[config.mk]
export PLATFORM = sky130hd
export DESIGN_NAME = bit_stream_tx
export DESIGN_NICKNAME = d
export VERILOG_FILES = /design/src/rtl/bit_clk_pkg.sv /design/src/rtl/bit_stream_tx_bit_timer.sv /design/src/rtl/bit_stream_tx.sv
export SDC_FILE = /design/constraint.sdc
export NUM_CORES = 1
export LEC_CHECK = 0
export CELL_PAD_IN_SITES_DETAIL_PLACEMENT = 0
export CELL_PAD_IN_SITES_GLOBAL_PLACEMENT = 1
export CORE_MARGIN = 2
export CORE_UTILIZATION = 25
export CTS_BUF_LIST = sky130_fd_sc_hd__clkbuf_2
export CTS_CLUSTER_DIAMETER = 30
export DETAILED_ROUTE_END_ITERATION = 10
export PLACE_DENSITY = 0.56
export SETUP_SLACK_MARGIN = 0.02
export SLEW_MARGIN = 40
export SYNTH_ARGS = -nofsm -noshare
export SYNTH_HDL_FRONTEND = slang
export SYNTH_SLANG_ARGS = --single-unit
[constraint.sdc]
create_clock -name clk_300M -period 5.6 [get_ports clk_300M]
set_input_delay 0.84 -clock clk_300M [delete_from_list [all_inputs] [get_ports clk_300M]]
set_output_delay 0.84 -clock clk_300M [all_outputs]
set_load 0.05 [all_outputs]
[src/rtl/bit_clk_pkg.sv]
// Shared constants and the transmit state type for bit_stream_tx.
// BIT_STREAM_TX_PREAMBLE_EN adds the PREAMBLE state.
package bit_clk_pkg;

    localparam int unsigned CLK_LEN    = 32;
    localparam int unsigned MIN_PERIOD = 2;

`ifdef BIT_STREAM_TX_PREAMBLE_EN
    typedef enum logic [1:0] {
        IDLE     = 2'd0,
        PREAMBLE = 2'd1,
        DATA     = 2'd2
    } tx_state_t;
`else
    typedef enum logic [1:0] {
        IDLE = 2'd0,
        DATA = 2'd2
    } tx_state_t;
`endif

endpackage

[src/rtl/bit_stream_tx_bit_timer.sv]
// Bit-period timer: latches and clamps the period, counts cycles within a bit,
// and produces the registered bit strobe plus combinational end-of-bit flags.
module bit_timer #(
    parameter int unsigned CLK_LEN = bit_clk_pkg::CLK_LEN
) (
    input  logic               clk_300M,
    input  logic               rst_n,
    input  logic [CLK_LEN-1:0] i_period,
    input  logic               i_load,
    input  logic               i_adv,
    input  logic               i_run,
    output logic               o_bit_strobe,
    output logic               o_bit_end_c,
    output logic               o_pre_end_c
);
    import bit_clk_pkg::*;

    localparam logic [CLK_LEN-1:0] MIN_P = CLK_LEN'(MIN_PERIOD);

    logic [CLK_LEN-1:0] r_cnt;
    logic [CLK_LEN-1:0] r_period;
    logic               r_strobe;
    logic [CLK_LEN-1:0] w_period_clamped;

    assign w_period_clamped = (i_period < MIN_P) ? MIN_P : i_period;

    // Period is always >= 2, so neither subtraction can underflow.
    assign o_bit_end_c = (r_cnt == (r_period - CLK_LEN'(1)));
    assign o_pre_end_c = (r_cnt == (r_period - CLK_LEN'(2)));

    always_ff @(posedge clk_300M or negedge rst_n) begin
        if (!rst_n) begin
            r_cnt    <= '0;
            r_period <= MIN_P;
            r_strobe <= 1'b0;
        end else if (i_load) begin
            r_cnt    <= '0;
            r_period <= w_period_clamped;
            r_strobe <= 1'b1;
        end else if (i_adv) begin
            r_cnt    <= '0;
            r_strobe <= 1'b1;
        end else if (i_run) begin
            r_cnt    <= r_cnt + CLK_LEN'(1);
            r_strobe <= 1'b0;
        end else begin
            r_cnt    <= '0;
            r_strobe <= 1'b0;
        end
    end

    assign o_bit_strobe = r_strobe;

endmodule

[src/rtl/bit_stream_tx.sv]
// NRZ serial word transmitter, MSB first, with back-to-back word chaining.
// Define BIT_STREAM_TX_PREAMBLE_EN to send an alternating preamble before each frame.
module bit_stream_tx #(
    parameter int unsigned CLK_LEN      = bit_clk_pkg::CLK_LEN,
    parameter int unsigned DATA_W       = 8,
    parameter int unsigned PREAMBLE_LEN = 16
) (
    input  logic               clk_300M,
    input  logic               rst_n,
    input  logic [CLK_LEN-1:0] bit_period,
    input  logic [DATA_W-1:0]  tx_data,
    input  logic               tx_valid,
    output logic               tx_ready,
    output logic               signal,
    output logic               bit_strobe,
    output logic               busy
);
    import bit_clk_pkg::*;

    localparam int unsigned IDX_MAX = (PREAMBLE_LEN > DATA_W) ? PREAMBLE_LEN : DATA_W;
    localparam int unsigned IDX_W   = (IDX_MAX > 1) ? $clog2(IDX_MAX) : 1;

    tx_state_t         r_state;
    tx_state_t         w_state_nxt;
    logic [IDX_W-1:0]  r_idx;
    logic [IDX_W-1:0]  w_idx_nxt;
    logic [DATA_W-1:0] r_word;
    logic [DATA_W-1:0] w_word_nxt;
    logic              r_signal;
    logic              w_signal_nxt;
    logic              r_tx_ready;
    logic              w_tx_ready_nxt;
    logic              r_busy;
    logic              w_hs;
    logic              w_load;
    logic              w_adv;
    logic              w_run;
    logic              w_bit_end;
    logic              w_pre_end;

    assign w_hs  = tx_valid & r_tx_ready;
    assign w_run = (r_state != IDLE) & ~w_bit_end;

    bit_timer #(
        .CLK_LEN (CLK_LEN)
    ) u_bit_timer (
        .clk_300M     (clk_300M),
        .rst_n        (rst_n),
        .i_period     (bit_period),
        .i_load       (w_load),
        .i_adv        (w_adv),
        .i_run        (w_run),
        .o_bit_strobe (bit_strobe),
        .o_bit_end_c  (w_bit_end),
        .o_pre_end_c  (w_pre_end)
    );

    // Next-state, next-bit and ready prediction.
    always_comb begin
        w_state_nxt  = r_state;
        w_idx_nxt    = r_idx;
        w_word_nxt   = r_word;
        w_signal_nxt = r_signal;
        w_load       = 1'b0;
        w_adv        = 1'b0;

        case (r_state)
            IDLE: begin
                w_signal_nxt = 1'b0;
                if (w_hs) begin
                    w_load     = 1'b1;
                    w_word_nxt = tx_data;
`ifdef BIT_STREAM_TX_PREAMBLE_EN
                    w_state_nxt  = PREAMBLE;
                    w_idx_nxt    = IDX_W'(PREAMBLE_LEN - 1);
                    w_signal_nxt = 1'b1;
`else
                    w_state_nxt  = DATA;
                    w_idx_nxt    = IDX_W'(DATA_W - 1);
                    w_signal_nxt = tx_data[DATA_W-1];
`endif
                end
            end
`ifdef BIT_STREAM_TX_PREAMBLE_EN
            PREAMBLE: begin
                if (w_bit_end) begin
                    w_adv = 1'b1;
                    if (r_idx == '0) begin
                        w_state_nxt  = DATA;
                        w_idx_nxt    = IDX_W'(DATA_W - 1);
                        w_signal_nxt = r_word[DATA_W-1];
                    end else begin
                        w_idx_nxt    = r_idx - IDX_W'(1);
                        w_signal_nxt = ~r_signal;
                    end
                end
            end
`endif
            DATA: begin
                if (w_bit_end) begin
                    if (r_idx == '0) begin
                        if (w_hs) begin
                            // Chained word: no gap, no preamble, period re-latched.
                            w_load       = 1'b1;
                            w_word_nxt   = tx_data;
                            w_idx_nxt    = IDX_W'(DATA_W - 1);
                            w_signal_nxt = tx_data[DATA_W-1];
                        end else begin
                            w_state_nxt  = IDLE;
                            w_signal_nxt = 1'b0;
                        end
                    end else begin
                        w_adv        = 1'b1;
                        w_idx_nxt    = r_idx - IDX_W'(1);
                        w_word_nxt   = {r_word[DATA_W-2:0], 1'b0};
                        w_signal_nxt = r_word[DATA_W-2];
                    end
                end
            end
            default: begin
                w_state_nxt  = IDLE;
                w_signal_nxt = 1'b0;
            end
        endcase

        // Ready next cycle in IDLE, or when next cycle is the final cycle of the last data bit.
        w_tx_ready_nxt = (w_state_nxt == IDLE) ||
                         ((w_state_nxt == DATA) && (w_idx_nxt == '0) &&
                          w_pre_end && !w_load && !w_adv);
    end

    always_ff @(posedge clk_300M or negedge rst_n) begin
        if (!rst_n) begin
            r_state    <= IDLE;
            r_idx      <= '0;
            r_word     <= '0;
            r_signal   <= 1'b0;
            r_tx_ready <= 1'b1;
            r_busy     <= 1'b0;
        end else begin
            r_state    <= w_state_nxt;
            r_idx      <= w_idx_nxt;
            r_word     <= w_word_nxt;
            r_signal   <= w_signal_nxt;
            r_tx_ready <= w_tx_ready_nxt;
            r_busy     <= (w_state_nxt != IDLE);
        end
    end

    assign tx_ready = r_tx_ready;
    assign signal   = r_signal;
    assign busy     = r_busy;

endmodule

---- Yosys cells after proc, flatten, opt, wreduce, memory -nomap -nowiden ----
Cells that the tools add are included.
word-level totals
  bits in registers ....................... 82
  latch bits .............................. 0
  RAM bits ................................ 0
  ROM bits ................................ 0
  input bits .............................. 43
  output and inout port bits .............. 4
  word-level logic and storage cells ...... 67
  memories ................................ 0
cells by class
  add/subtract/negate cells ............... 4
  multipliers ............................. 0
  divide/modulo/power cells ............... 0
  order comparisons ....................... 1
  eq/ne operators ......................... 5
  shift-type cells ........................ 0
  multiplexer cells ....................... 30
  bitwise gates (word level) .............. 3
  reduce and logical (&&, ||, !) cells .... 15
operator list
  operator                                                                count
  32-bit two-way mux                                                      4
  32-bit == test                                                          2
  32-bit by 1-bit adder with 32-bit output (second input constant)        1
  32-bit by 2-bit < comparator with 1-bit output (second input constant)  1
  32-bit by 1-bit subtractor with 32-bit output (second input constant)   1
  32-bit by 2-bit subtractor with 32-bit output (second input constant)   1
  8-bit two-way mux                                                       3
  8-bit one-hot mux with 2 select lines                                   1
  4-bit two-way mux                                                       3
  1-bit two-way mux                                                       11
  4-bit logical NOT                                                       2
  2-bit two-way mux                                                       4
  4-bit one-hot mux with 2 select lines                                   1
  2-bit nonzero test                                                      3
  2-bit == test (second input constant)                                   2
  1-bit logical AND                                                       4
  2-bit logical NOT                                                       2
  1-bit one-hot mux with 2 select lines                                   2
  2-bit one-hot mux with 2 select lines                                   1
  4-bit by 1-bit subtractor with 4-bit output (second input constant)     1
  1-bit AND                                                               2
  1-bit logical NOT                                                       2
  2-bit inequality test (second input constant)                           1
  2-bit AND reduction                                                     1
  other kinds (2)                                                         2

---- Logic depth before layout (Yosys ltp) ----
  depth after elaboration ................. 11
  depth in mapped cells ................... 15
  mapped depth without buffers ............ 11

---- Hierarchy ----
From an unflattened synthesis, not the netlist that was laid out.
unflattened totals
  cells, all modules ...................... 597
  area, all modules ....................... 5,452.7 um^2
modules (own cells, without submodules)
  module         instances  cells each  area an instance (um^2)
  bit_timer      1          506         4,584.4
  bit_stream_tx  1          91          868.3

---- Least setup slack after synthesis ----
OpenSTA, ideal clock, no wires.
  path type ............................... flip-flop to flip-flop
  start ................................... register u_bit_timer.r_period[0]
  end ..................................... register r_word[1]
  arrival ................................. 3.885 ns
  setup slack ............................. 1.593 ns
  cell stages (with the launch flop) ...... 15
  path buffers ............................ 3
  period minus slack after synthesis ...... 4.007 ns
  cell sequence ........................... dfrtp_1 -> buf_2 -> inv_1 -> ha_1 -> nor3b_1 -> nand3_1 -> or4_1 -> a31o_1 -> or4_1 -> nor4_1 -> buf_2 -> nand2b_1 -> buf_2 -> mux2_1 -> o22a_1
between the ends
  cells in the longest elaborated chain, start to end .. 4
RTL lines
  item                                           line                           source
  start, declared                                bit_stream_tx_bit_timer.sv:21  logic [CLK_LEN-1:0] r_period;
  start signal, assigned                         bit_stream_tx_bit_timer.sv:38  r_period <= w_period_clamped;
  32-bit by 1-bit subtractor with 32-bit output  bit_stream_tx_bit_timer.sv:28  assign o_bit_end_c = (r_cnt == (r_period - CLK_LEN'(1)));
  32-bit == test                                 bit_stream_tx_bit_timer.sv:28
  2-bit inequality test (no line)                -
  2-bit AND reduction (no line)                  -
  end signal, assigned                           bit_stream_tx.sv:143           r_word <= w_word_nxt;
  end, declared                                  bit_stream_tx.sv:27            logic [DATA_W-1:0] r_word;
No other way between the ends.
A chain may end at the register's enable or synchronous reset.

---- Worst setup path after layout ----
  start ................................... register u_bit_timer.r_period[0]
  end ..................................... register u_bit_timer.r_period[21]
between the ends
  cells in the longest elaborated chain, start to end .. 4
RTL lines
  item                                           line                           source
  32-bit by 1-bit subtractor with 32-bit output  bit_stream_tx_bit_timer.sv:28
  32-bit == test                                 bit_stream_tx_bit_timer.sv:28
  1-bit two-way mux                              bit_stream_tx.sv:100           if (w_bit_end) begin
  1-bit one-hot mux with 2 select lines          bit_stream_tx.sv:67            case (r_state)
No other way between the ends.

==> results.json <==
{
  "cp_cell_sequence": "inv_1 -> ha_1 -> nor3b_1 -> buf_4 -> nand3_1 -> or4_1 -> a31o_1 -> or4_1 -> nor4_1 -> a21bo_1 -> nor3b_4 -> buf_4 -> mux2_1",
  "synth_top_cell_area_share_pct": 34.5,
  "gp_congestion": 0.881,
  "ant_nets": 0,
  "clkSlewWorstSetupHoldPaths_ns": 0.27,
  "post-route-drc-count": 0,
  "clock_latency_ns": 0.63,
  "yosys_warnings": 0,
  "slowest_delay_ns": 0.60,
  "num_vias": 4906,
  "wire_per_inst_um": 18.3,
  "ctsLongestPathBuffers": 2,
  "timing.fmax_ghz": 0.215,
  "die_area_um2": 24200,
  "min_period_ns": 4.66,
  "antenna_found_initial": 0,
  "synth.avg_cell_area_um2": 8.84,
  "r2r_setup_slack_ns": 0.94,
  "holdCritPathClass": "input pin to asynchronous set/reset pin",
  "arrival_ns": 5.16,
  "status": "complete, no violations",
  "crit_path_top_delay_cell": "or4_1",
  "setup_tns_ns": 0,
  "reg2reg_to": "u_bit_timer.r_period[21]",
  "rsz0062_at_grt": "false",
  "core_area_um2": 22600,
  "skew_ns": 0.0382,
  "rows": 55,
  "cts_setup_buffers": 0,
  "finalMaxSlewViolations": 0,
  "nNetsFinal": 710,
  "wl_mm": 17.4,
  "wirelength_met1_mm": 8.36,
  "path_buf_inv": 3,
  "syn-num-nets": 696,
  "relSlewSlack_pct": 46.2,
  "viasPerCell": 5.15,
  "end_kind": "flop",
  "synthTopCellsByArea": "dfrtp_1 (34%), mux2_1 (7.3%), xor2_1 (7.0%)",
  "die-height_um": 155,
  "netlist_instances": 649,
  "yosys-top-cells-count": "dfrtp_1 (79), nor2_1 (79), xor2_1 (46), xnor2_1 (44), nand2_1 (42)",
  "grt_max_degree": 82,
  "netlist_area_um2": 5740,
  "ios": 47,
  "critPathMaxFanout": 32,
  "required_ns": 6.10,
  "finalSetupViolCount": 0,
  "route.met2.wl_mm": 8.27,
  "worst_r2r_path_depth": 13,
  "p_per_area_nw_per_um2": 273,
  "startpoint": "u_bit_timer.r_period[0]",
  "synth.distinct_cells": 67,
  "hold_violations": 0,
  "n_antenna_cell": 0,
  "p_leak_nw": 2.39,
  "dieWidth_um": 155,
  "h-tree-depth": 3,
  "cts.sinks": 81,
  "met3_length_um": 616,
  "yosysSeqAreaShare_pct": 35.4,
  "layout-drive-gt1-share_pct": 6.29,
  "cts_tree": "built",
  "crit_path_end": "u_bit_timer.r_period[21]",
  "highest_layer": "met4",
  "io_buffer_count": 46,
  "grt_pass1_wl_mm": 27.6,
  "maxCapViolations": 0,
  "drt_iter0_markers": 257,
  "yosysTopAreaCell": "dfrtp_1",
  "worst_pin_slew_ns": 0.799,
  "drtPass1Iterations": 5,
  "finalCritPeriodShare_pct": 83.2,
  "numCtsBuffers": 9,
  "grt_overflow": 0,
  "synth-seq-cells": 81,
  "crit_family": "simple AND/OR/NAND/NOR gates",
  "cp-start-kind": "flop",
  "start_util_pct": 25.4,
  "ys_async_sr_fraction_pct": 100,
  "power.total_w": 0.00179,
  "hold_buffers": 0,
  "syn_to_final_growth_pct": 14.3,
  "grt_usage_pct": 14.8,
  "grt_pass1_vias": 4879,
  "cts_root_buf": "clkbuf_2",
  "place_hpwl_mm": 13.3,
  "worstReg2RegStart": "u_bit_timer.r_period[0]",
  "path_class": "flop to flop",
  "ys.flop_type": "dfrtp_1",
  "crit_cells": 13,
  "max-vdd-ir-drop_v": 0.000104,
  "synth_edf_count": 0,
  "ctsResizeCount": 0
}
## logic make-up after synthesis
| family | Yosys count | share of synthesized area [%] |
|---|---|---|
| XOR/XNOR | 90 | 13.7 |
| multiplexers | 45 | 8.70 |
| adder cells (fa/ha/maj) | 4 | 0.872 |
| AND/OR/NAND/NOR | 283 | 26.7 |
| AO/OA/AOI/OAI | 86 | 10.2 |
| other | 1 | 0.0654 |
| flip-flops | 81 | 35.4 |
| buffers and inverters | 59 | 4.34 |
## cells in the final DEF (no fill, tap or decap), types with 10 or more instances in the layout
master	synthesis	final
and3_1	11	11
a21oi_1	16	15
clkdlybuf4s50_1	0	45
nor3_1	23	22
nor2_1	79	78
or4_1	13	13
clkbuf_2	0	10
mux2_1	37	37
dfrtp_1	79	79
nand4_1	16	16
nand2_1	42	42
xor2_1	46	46
o21ai_0	20	20
nor4_1	26	26
inv_1	11	11
xnor2_1	44	44
nand3_1	29	29
## through the flow
step | instance area [um^2] | util, % | instances | setup slack, ns | hold slack [ns]
after floorplan | 5740 | - | 649 | 1.59 | 0.478
after global placement | 6380 | 28.3 | 936 | 1.16 | 0.474
after detailed placement | 6410 | 28.4 | 937 | 1.03 | 0.485
after CTS | 6550 | 29.0 | 953 | 0.952 | 0.181
after global routing | 6560 | 29.1 | 953 | 0.564 | 0.146
final | 6560 | 29.1 | 953 | 0.942 | 0.185
## area by class of cell
class                   instances  area [um^2]
well taps                     285          357
multi-input cells             509         3480
flip-flops and latches         81         2030
clock buffers                  10         50.0
inverters                      11         41.3
clock inverters                 6         90.1
repair buffers                 51          509
fillers                      2428        16000
## worst min path at each step
stage / endpoint / start / depth (start not counted) / slack [ns]
finish: r_word[5] / rst_n / 1 / 0.19
global placement: signal / signal / 1 / 0.47
detailed placement: signal / signal / 1 / 0.49
global route: r_word[5] / rst_n / 1 / 0.15
CTS: r_word[5] / rst_n / 1 / 0.18
floorplan: u_bit_timer.r_period[31] / u_bit_timer.r_period[31] / 1 / 0.48
## worst register-to-register path, stage by stage, from the launching register on
cell and delay, ns:
dfrtp_1 0.54, inv_1 0.13, ha_1 0.23, nor3b_1 0.21, buf_4 0.17, nand3_1 0.23, or4_1 0.60, a31o_1 0.24
or4_1 0.48, nor4_1 0.50, a21bo_1 0.22, nor3b_4 0.17, buf_4 0.45, mux2_1 0.39
## per-layer routing
metal  vias to the layer above  GRT usage, %
li1                       2358             -
met1                      2441          20.3
met2                        97          23.9
met3                        10          3.29
met4                         0          3.01
met5                         -             0
## power breakdown
part | switching [W] | internal, W
Clock | 0.000232 | 0.000152
Sequential | 0.000184 | 0.000668
Combinational | 0.000301 | 0.000250
Total | 0.000717 | 0.00107
## registers in the layout (all words and copies together) (netlist names)
name and cells:
u_bit_timer.r_cnt 32, busy 1, u_bit_timer.o_bit_strobe 1, tx_ready 1
r_idx 4, r_state 2, u_bit_timer.r_period 32, r_word 7
signal 1
(Power assumes the default switching activity.)
